===== src/rtl/madd_dot_seq.sv =====
// Dot-product sequencer around a single 8b x 8b multiply-add datapath.
// Operand pairs stream in one per cycle; the accumulated 16-bit sum, the
// element count and a sticky wrap flag are handed out once per vector.
//
// Handshake: a transfer happens on a rising edge where valid && ready.
// The sender holds its payload stable while valid is high and not yet
// accepted; ready may depend on state and reset but never on valid.

module madd_dot_seq #(
  parameter int CNT_W = 8
) (
  input  logic             clk,
  input  logic             reset,      // asynchronous, active-low
  input  logic             in_val,
  output logic             in_rdy,
  input  logic [7:0]       in_a,
  input  logic [7:0]       in_b,
  input  logic             in_last,
  output logic             out_val,
  input  logic             out_rdy,
  output logic [15:0]      out_sum,
  output logic [CNT_W-1:0] out_cnt,
  output logic             out_ovf,
  output logic [1:0]       dbg_state   // current FSM state for observation
);

  typedef enum logic [1:0] {
    IDLE = 2'd0,
    ACC  = 2'd1,
    DONE = 2'd2
  } state_t;

  state_t             state_q, state_d;
  logic [15:0]        acc_q, acc_d;
  logic [CNT_W-1:0]   cnt_q, cnt_d;
  logic               ovf_q, ovf_d;

  logic               in_xfer;
  logic               out_xfer;
  logic [15:0]        prod;
  logic [16:0]        sum17;

  // Handshake qualifiers; in_rdy is held low while reset is asserted.
  always_comb begin
    in_rdy   = reset && (state_q != DONE);
    out_val  = (state_q == DONE);
    in_xfer  = in_val && in_rdy;
    out_xfer = out_val && out_rdy;
  end

  // Multiply-add datapath: 16-bit product plus accumulator, carry kept.
  always_comb begin
    prod  = {8'd0, in_a} * {8'd0, in_b};
    sum17 = {1'b0, acc_q} + {1'b0, prod};
  end

  // Next-state and register update logic.
  always_comb begin
    state_d = state_q;
    acc_d   = acc_q;
    cnt_d   = cnt_q;
    ovf_d   = ovf_q;
    case (state_q)
      IDLE, ACC: begin
        if (in_xfer) begin
          acc_d = sum17[15:0];
          ovf_d = ovf_q | sum17[16];
          // Count saturates at all-ones rather than wrapping.
          if (cnt_q != {CNT_W{1'b1}}) begin
            cnt_d = cnt_q + CNT_W'(1);
          end
          state_d = in_last ? DONE : ACC;
        end
      end
      DONE: begin
        // Result held until the consumer takes it; inputs ignored here.
        if (out_xfer) begin
          acc_d   = 16'd0;
          cnt_d   = '0;
          ovf_d   = 1'b0;
          state_d = IDLE;
        end
      end
      default: begin
        state_d = IDLE;
      end
    endcase
  end

  // State registers with asynchronous active-low clear.
  always_ff @(posedge clk or negedge reset) begin
    if (!reset) begin
      state_q <= IDLE;
      acc_q   <= 16'd0;
      cnt_q   <= '0;
      ovf_q   <= 1'b0;
    end else begin
      state_q <= state_d;
      acc_q   <= acc_d;
      cnt_q   <= cnt_d;
      ovf_q   <= ovf_d;
    end
  end

  // Result outputs mirror the internal registers in every state.
  always_comb begin
    out_sum   = acc_q;
    out_cnt   = cnt_q;
    out_ovf   = ovf_q;
    dbg_state = state_q;
  end

endmodule


===== config.mk =====
export PLATFORM = sky130hd
export DESIGN_NAME = madd_dot_seq
export DESIGN_NICKNAME = d
export VERILOG_FILES = /design/src/rtl/madd_dot_seq.sv
export SDC_FILE = /design/constraint.sdc
export NUM_CORES = 1
export LEC_CHECK = 0
export BUFFER_PORTS_ARGS = -buffer_cell sky130_fd_sc_hd__clkbuf_2
export CAP_MARGIN = 20
export CORE_ASPECT_RATIO = 1.5
export CORE_MARGIN = 5
export CORE_UTILIZATION = 40
export DETAILED_ROUTE_END_ITERATION = 6
export HOLD_SLACK_MARGIN = 0.1
export MAX_ROUTING_LAYER = met4
export PLACE_DENSITY = 0.63
export SYNTH_ARGS = -nofsm -noshare
export SYNTH_HDL_FRONTEND = slang
export SYNTH_SLANG_ARGS = --single-unit

===== constraint.sdc =====
create_clock -name clk -period 5.38 [get_ports clk]
set_input_delay 1.076 -clock clk [delete_from_list [all_inputs] [get_ports clk]]
set_output_delay 1.076 -clock clk [all_outputs]
set_load 0.005 [all_outputs]

# Word-level counts from Yosys, hierarchy flattened
# Cells that the tools add are included.
# word_totals
regBits,27
latch_bits,0
ram_bits,0
mem_bits_ro,0
input_bits,21
output_inout_bits,29
word_cells,38
mem_count,0
# op_classes
n_addsub,2
multipliers,1
div,0
magnitude_cmp,0
n_eq_ne,7
n_shift,0
n_mux,14
n_bitwise,1
reduce_logical,9
# ops
op,count
16-bit 2-to-1 mux,2
16-bit one-hot mux with 2 select lines,1
8-bit 2-to-1 mux,3
16-bit by 16-bit adder with 17-bit output,1
8-bit by 8-bit multiplier with 16-bit output,1
8-bit one-hot mux with 2 select lines,1
8-bit by 1-bit adder with 8-bit output (second input constant),1
8-bit inequality test (second input constant),1
2-bit 2-to-1 mux,3
2-bit inequality test (second input constant),3
2-bit one-hot mux with 2 select lines,1
4-bit AND reduction,1
1-bit logical AND,3
3-bit AND reduction,1
2-bit by 1-bit == test with 1-bit output (second input constant),1
2-bit == test (second input constant),1
2-bit zero test,1
1-bit 2-to-1 mux,2
2-bit by 1-bit inequality test with 1-bit output (second input constant),1
1-bit one-hot mux with 2 select lines,1
2-bit AND reduction,1
2-bit nonzero test,1
2-bit OR reduction,1
1-bit OR,1

# Logic depth before layout (Yosys ltp)
# Gate-level depths: netlist of run 1.
# depth
word_depth,5
ltp_mapped,16
ltp_nobuf,15

# Worst setup path after synthesis of run 1
# Ideal clock, no wire load.
# synth_path
kind,input to register
start,input in_b[1]
end,register acc_q[14] (netlist: out_sum[14])
setup_time_ns,0.122
t_arrival_ns,5.140
required_time_ns,5.258
slack_ns,0.118
path_stages,15
path_buffers,1
path_cell_list,clkbuf_1 -> nand2_1 -> fa_1 -> inv_1 -> fa_1 -> fa_1 -> inv_1 -> fa_1 -> inv_1 -> ha_1 -> a21o_1 -> a31o_1 -> o21a_1 -> or4_1 -> a32o_1
# synth_via
elab_chain_cells,4
# synth_lines
item,line,text
from (decl),17,"input logic [7:0] in_b,"
8-bit by 8-bit multiplier with 16-bit output,53,"prod = {8'd0, in_a} * {8'd0, in_b};"
16-bit by 16-bit adder with 17-bit output,54,"sum17 = {1'b0, acc_q} + {1'b0, prod};"
16-bit 2-to-1 mux,65,if (in_xfer) begin
16-bit one-hot mux with 2 select lines,63,case (state_q)
to (signal assigned),94,acc_q <= 16'd0;
to (signal assigned),99,acc_q <= acc_d;
to (decl),34,"logic [15:0] acc_q, acc_d;"
# Every way passes these cells. The select of a mux whose other input is x is not followed.
# A chain may end at the register's enable or synchronous reset.

# Worst setup path in the final report of run 1
# layout_path
start,input in_a[0]
end,register acc_q[14] (netlist: out_sum[14])
# layout_via
elab_chain_cells,4
# layout_lines
item,line,text
from (decl),16,"input logic [7:0] in_a,"
8-bit by 8-bit multiplier with 16-bit output,53,
16-bit by 16-bit adder with 17-bit output,54,
16-bit 2-to-1 mux,65,
16-bit one-hot mux with 2 select lines,63,
# Every way passes these cells. The select of a mux whose other input is x is not followed.

==> results_dict.tcl, run 1 <==
set metrics [dict create \
    nFillCells 903 \
    insertion_delay_ns 0.27 \
    io_buffers 49 \
    ys_seq_elements 27 \
    ys_top_cells_by_area "fa_1, dfrtp_1, ha_1, inv_1, and2_1" \
    layout.cells.non_filler 598 \
    die_h_um 129 \
    start_util_pct 40.9 \
    drive_gt1_share_pct 15.8 \
    postSynth.asyncResetShare_pct 100 \
    hold_start "out_sum[13]$_DFFE_PN0P_" \
    row_count 43 \
    timing.hold.ws_ns 0.530 \
    critPathArrivalTime_ns 5.30 \
    routabilityCongestion 0.870 \
    grt_overflow 0 \
    cts_resized 0 \
    grt_first_pass_wirelength_um 15200 \
    rrSetupSlack_ns 0.92 \
    min_path_type "reg2reg" \
    critical_path_peak_fanout 4 \
    core-area_sq_mm 0.00920 \
    irDropWorstVdd_v 0.000346 \
    timing.final.crit_period_ns 5.14 \
    p_int_mw 1.39 \
    maxSlewHeadroom_pct 46.6 \
    postRouteAntennaNets 0 \
    stdcell_area_sq_mm 0.00433 \
    tightestPinTransition_ns 0.795 \
    place_ws_ns -0.0428 \
    ios 50 \
    cts_root_buf "clkbuf_16" \
    hpwl_um 7480 \
    fmax_mhz 195 \
    wl_per_cell_um 14.5 \
    switching_share_pct 47.9 \
    power_leakage_nw 2.35 \
    cts_inserted_buffers 3 \
    setup_viol 0 \
    setup_ws_ns 0.241 \
    place_area_sq_mm 0.00425 \
    yosys.area.top_type_share_pct 27.2 \
    post-cts-setup-buffers 0 \
    outcome "finished clean" \
    drtIter0Drc 56 \
    fin_crit_sh_pct 95.5 \
    netlist-cell-type-count 51 \
    hold-path-cell-count 2 \
    area_growth_pct 15.2 \
    seqPwrFrac_pct 13.5 \
    rsz0062_at_grt "no" \
    synth-main-ff-cell "dfrtp_1" \
    power_mw 2.66 \
    regToRegStartpoint "out_sum[7]$_DFFE_PN0P_" \
    path_class "in2reg" \
    clockBufferDepth 2 \
    grt_max_degree 33 \
    synth_area_sq_mm 0.00376 \
    hold_violations 0 \
    htreeDepth 1 \
    combPwrFrac_pct 79.6 \
    synthCells 423 \
    drv_slew 0 \
    powerDensity_mw_per_mm2 615 \
    die_w_um 89.2 \
    synth_edf_count 0 \
    grt_use_total_pct 17.3 \
    antenna_found_initial 0 \
    syn-num-nets 532 \
    synth_top_cell_by_area "fa_1" \
    die_area_sq_mm 0.0115 \
    crit_path_end_kind "flop" \
    viasPerCell 5.06 \
    start_kind "input port" \
    dr.pass1.iters 4 \
    post_cts_hold_buffer_count 0 \
    cts_tree "done" \
    clock_power_share_pct 6.8 \
    yosysSeqAreaShare_pct 18.0 \
    hold-path-endpoint "out_sum[13]$_DFFE_PN0P_" \
    switching_power_mw 1.28 \
    drv_cap 0 \
    synth_warnings 0 \
    via_count 3024 \
    grt_pass1_vias 3244 \
    cts.sinks 27 \
    r2r_cells 14 \
    insertedDiodeCount 0 \
    fin_skew_ns 0.00107 \
    multiInputGateArea_sq_mm 0.00267 \
    worst-endpoint-required_ns 5.54 \
    nNetsFinal 596 \
    place_inst 594 \
    r2r-end "out_sum[14]$_DFFE_PN0P_" \
    drc 0 \
    clk_pin_slew_ns 0.07 \
    ff_latch_area_sq_um 676 \
    drt-total-wl_um 8660 \
    synth_area_per_cell_sq_um 8.89 \
]
## how the worst max path moves through the flow
stage | start | to | cells past startpoint
after CTS | in_a[0] | out_sum[14]$_DFFE_PN0P_ | 15
final | in_a[0] | out_sum[14]$_DFFE_PN0P_ | 15
after floorplan | in_b[1] | out_sum[14]$_DFFE_PN0P_ | 15
after detailed placement | in_a[0] | out_sum[14]$_DFFE_PN0P_ | 15
after global placement | in_a[0] | out_sum[15]$_DFFE_PN0P_ | 15
after global routing | in_a[0] | out_sum[15]$_DFFE_PN0P_ | 15
## layer usage
| metal | track usage, % | vias up | share of wire, % |
|---|---|---|---|
| li1 | - | 1454 | - |
| met1 | 19.8 | 1494 | 38 |
| met2 | 30.4 | 51 | 55 |
| met3 | 1.09 | 25 | 2.5 |
| met4 | 7.89 | 0 | 4.3 |
| met5 | - | - | 0 |
## synth_stat cells (2+ instances only)
library cell and instances:
inv_1 101, fa_1 51, nand2_1 47, ha_1 37, and2_1 36, dfrtp_1 27
nor2_1 14, o21ai_0 12, a21oi_1 10, xnor2_1 9, clkbuf_1 6, nand3_1 6
a22o_1 5, a21o_1 4, nor4b_1 4, o31ai_1 4, or3_1 4, nor3_1 3
o21a_1 3, xor2_1 3, a31oi_1 2, and3_1 2, and3b_1 2, buf_2 2
nor2b_1 2, o2111ai_1 2
## layout by cell type, fill, tap and decap left out, drive strengths merged, types with 2 or more instances in the layout
cell type  count
inv          101
clkbuf        52
fa            51
nand2         47
ha            37
and2          36
dfrtp         27
buf           19
nor2          14
o21ai         12
a21oi         10
xnor2          9
nand3          6
a22o           5
o31ai          4
a21o           4
or3            4
nor4b          4
nor3           3
xor2           3
o21a           3
and3           3
a31oi          2
o2111ai        2
and3b          2
nor2b          2
nor4           2
a211o          2
## per-stage QoR
step                utilization, %  setup TNS (ns)
floorplan                        -               0
global placement              46.2               0
detailed placement            46.2         -0.0483
CTS                           47.1               0
global route                  47.1               0
finish                        47.1               0
## logic make-up (layout without fill, tap and decap cells)
kind of cell / Yosys count / in the layout / share of synthesized area, %
simple gates: 131 / 131 / 18.4
buf+inv: 110 / 173 / 11.1
fa+ha+maj: 88 / 88 / 39.5
compound gates: 53 / 53 / 9.75
flops: 27 / 27 / 18.0
xor+xnor: 12 / 12 / 2.80
mux: 2 / 2 / 0.566
## power groups by stage
stage          combinational, mW  sequential [mW]  clock (mW)
2_1_floorplan               1.44            0.348           0
3_3_place_gp                2.09            0.363           0
3_5_place_dp                2.13            0.366           0
4_1_cts                     2.15            0.363       0.186
5_1_grt                     2.45            0.371       0.194
6_report                    2.12            0.360       0.182
## critical path: stages
cell and delay, ns:
clkbuf_2 0.15, nand2_1 0.10, fa_1 0.51, fa_1 0.55, inv_1 0.06, fa_1 0.54, inv_1 0.06, fa_1 0.55
inv_1 0.05, ha_1 0.33, a21o_1 0.21, a31o_1 0.20, o21a_1 0.20, or4_1 0.47, a32o_1 0.26
## registers in the layout, summed over array words and instances (netlist names)
name / cells
dbg_state: 2
out_ovf: 1
out_sum: 16
out_cnt: 8
## area by class of cell
class | instances | area share [%]
Multi-Input combinational cell | 286 | 61.6
Sequential cell | 27 | 15.6
Inverter | 101 | 8.75
Clock inverter | 1 | 0.173
Clock buffer | 3 | 1.73
Tap cell | 112 | 3.23
Timing Repair Buffer | 68 | 8.95
Power figures use the tool's default switching activity.
==> run 2: changes to the inputs <==
- CAP_MARGIN: 20 -> 5
- CELL_PAD_IN_SITES_DETAIL_PLACEMENT: default -> 0
- CELL_PAD_IN_SITES_GLOBAL_PLACEMENT: default -> 1
- GPL_TIMING_DRIVEN: default -> 0
- PLACE_DENSITY: 0.63 -> 0.78
==> run 2 against run 1 <==
  * Critical path type unchanged
  * Final cell count down 1.8%
  * Largest power group unchanged
  * Core utilization fell by 0.76 points
  * Global-route usage decreased by 0.60 points
  * Sequential power about the same
  * Die area stayed put
  * Largest cell class unchanged
  * Worst setup slack worse by 0.083 ns
  * Routed wire length is 4.8% lower
  * Power decreased by 6.1%
==> results_dict.tcl, run 2 (synthesis results as in run 1) <==
set metrics [dict create \
    clock_power_share_pct 6.8 \
    start_kind "input port" \
    clockBufferDepth 2 \
    fmax_mhz 191 \
    outcome "finished clean" \
    cts.sinks 27 \
    cts_inserted_buffers 3 \
    htreeDepth 1 \
    largest_reg_flops 16 \
    start_util_pct 40.9 \
    grt_overflow 0 \
    setup_viol 0 \
    crit_path_end_kind "flop" \
    maxSlewHeadroom_pct 45.4 \
    hold_violations 0 \
    via_count 2928 \
    final_common_cell "inv_1" \
    antenna_found_initial 0 \
    rsz0062_at_grt "no" \
    p_int_mw 1.24 \
    combPwrFrac_pct 78.7 \
    critPathArrivalTime_ns 5.42 \
    cts_tree "done" \
    postRouteAntennaNets 0 \
    nNetsFinal 585 \
    grt_use_total_pct 16.7 \
    dr.pass1.iters 4 \
    cts_root_buf "clkbuf_16" \
    fin_setup_tns_ns 0 \
    timing.hold.ws_ns 0.542 \
    die_w_um 89.2 \
    hold-path-cell-count 2 \
    tightestPinTransition_ns 0.819 \
    place_inst 582 \
    irDropWorstVdd_v 0.000282 \
    drive_gt1_share_pct 13.5 \
    clk_pin_slew_ns 0.07 \
    power_leakage_nw 2.28 \
    powerDensity_mw_per_mm2 586 \
    fin_crit_sh_pct 97.1 \
    routabilityCongestion 0.821 \
    insertedDiodeCount 0 \
    path_class "in2reg" \
    drv_cap 0 \
    die_h_um 129 \
    final_cell_mix "inv_1, fa_1, nand2_1, clkbuf_2" \
    core-area_sq_mm 0.00920 \
    io_buffers 47 \
    fin_skew_ns 0.00235 \
    hpwl_um 7110 \
    drt-total-wl_um 8250 \
    timing.final.crit_period_ns 5.22 \
    ios 50 \
    insertion_delay_ns 0.26 \
    switching_share_pct 50.2 \
    switching_power_mw 1.26 \
    die_area_sq_mm 0.0115 \
    row_count 43 \
    grt_pass1_vias 3146 \
    grt_first_pass_wirelength_um 14900 \
    min_path_type "reg2reg" \
    setup_ws_ns 0.157 \
    critical_path_peak_fanout 8 \
    drv_slew 0 \
    layout.cells.non_filler 587 \
    wl_per_cell_um 14.1 \
    r2r_cells 14 \
    viasPerCell 4.99 \
    area_growth_pct 13.4 \
    place_ws_ns -0.253 \
    worst-endpoint-required_ns 5.58 \
    seqPwrFrac_pct 14.5 \
    drc 0 \
    grt_max_degree 33 \
    drtIter0Drc 63 \
]
[run 2: changes by cell type in the layout (fill, tap and decap cells not counted), sizes merged]
cell	previous run	this run
buf	19	3
clkbuf	52	58
clkinvlp	1	0
[run 2: cell type report]
| class | count | area (sq um) |
|---|---|---|
| sequential | 27 | 676 |
| multi-input combinational | 286 | 2700 |
| clock buffer | 4 | 78.8 |
| timing repair buffer | 48 | 250 |
| tap | 112 | 140 |
| fill | 918 | 4940 |
| inverter | 101 | 379 |
| buffer | 9 | 40.0 |
[run 2: worst paths after layout]
kind	from	to	slack, ns
setup / recovery	in_a[1]	out_sum[15]$_DFFE_PN0P_	0.16
hold / removal	out_sum[9]$_DFFE_PN0P_	out_sum[9]$_DFFE_PN0P_	0.54
setup reg to reg	out_sum[7]$_DFFE_PN0P_	out_sum[14]$_DFFE_PN0P_	0.92
hold reg to reg	out_sum[9]$_DFFE_PN0P_	out_sum[9]$_DFFE_PN0P_	0.54
max in group asynchronous	reset	out_sum[5]$_DFFE_PN0P_	3.97
min in group asynchronous	reset	out_sum[12]$_DFFE_PN0P_	0.90
[run 2: power groups by stage]
stage                     Clock (mW)  Combinational [mW]  Sequential (mW)
after floorplan                    0                1.44            0.348
after global placement             0                1.86            0.365
after detailed placement           0                1.88            0.366
after CTS                      0.175                1.89            0.363
after global routing           0.184                2.30            0.374
final                          0.170                1.97            0.362
[run 2: what timing repair did]
action                     in CTS  in global routing
resized for setup               0                 14
hold buffers                    0                  0
setup buffers                   0                  1
setup endpoints to repair       0                  2
[run 2: routing by layer]
| metal | wire length, um | up-vias | share of wire, % | global-route usage, % |
|---|---|---|---|---|
| met5 | 0 | - | 0 | - |
| met4 | 104 | 0 | 1.3 | 3.68 |
| met3 | 210 | 8 | 2.5 | 1.02 |
| met2 | 4450 | 42 | 54 | 29.2 |
| met1 | 3480 | 1444 | 42 | 21.0 |
| li1 | - | 1434 | - | - |
[run 2: worst max-delay path, stage by stage]
cell,delay (ns)
clkbuf_4,0.16
and2_1,0.18
fa_1,0.51
fa_1,0.53
fa_1,0.54
inv_1,0.05
fa_1,0.54
inv_1,0.05
ha_1,0.39
and3_2,0.27
a221oi_4,0.36
o221ai_2,0.17
or4b_1,0.48
nand3_1,0.10
[run 2: through the flow]
stage | power, mW | area [sq um] | util, %
4_1_cts | 2.43 | 4210 | 45.8
2_1_floorplan | 1.78 | 3760 | -
5_1_grt | 2.86 | 4260 | 46.3
3_3_place_gp | 2.23 | 4140 | 44.9
6_report | 2.50 | 4260 | 46.3
3_5_place_dp | 2.24 | 4140 | 44.9
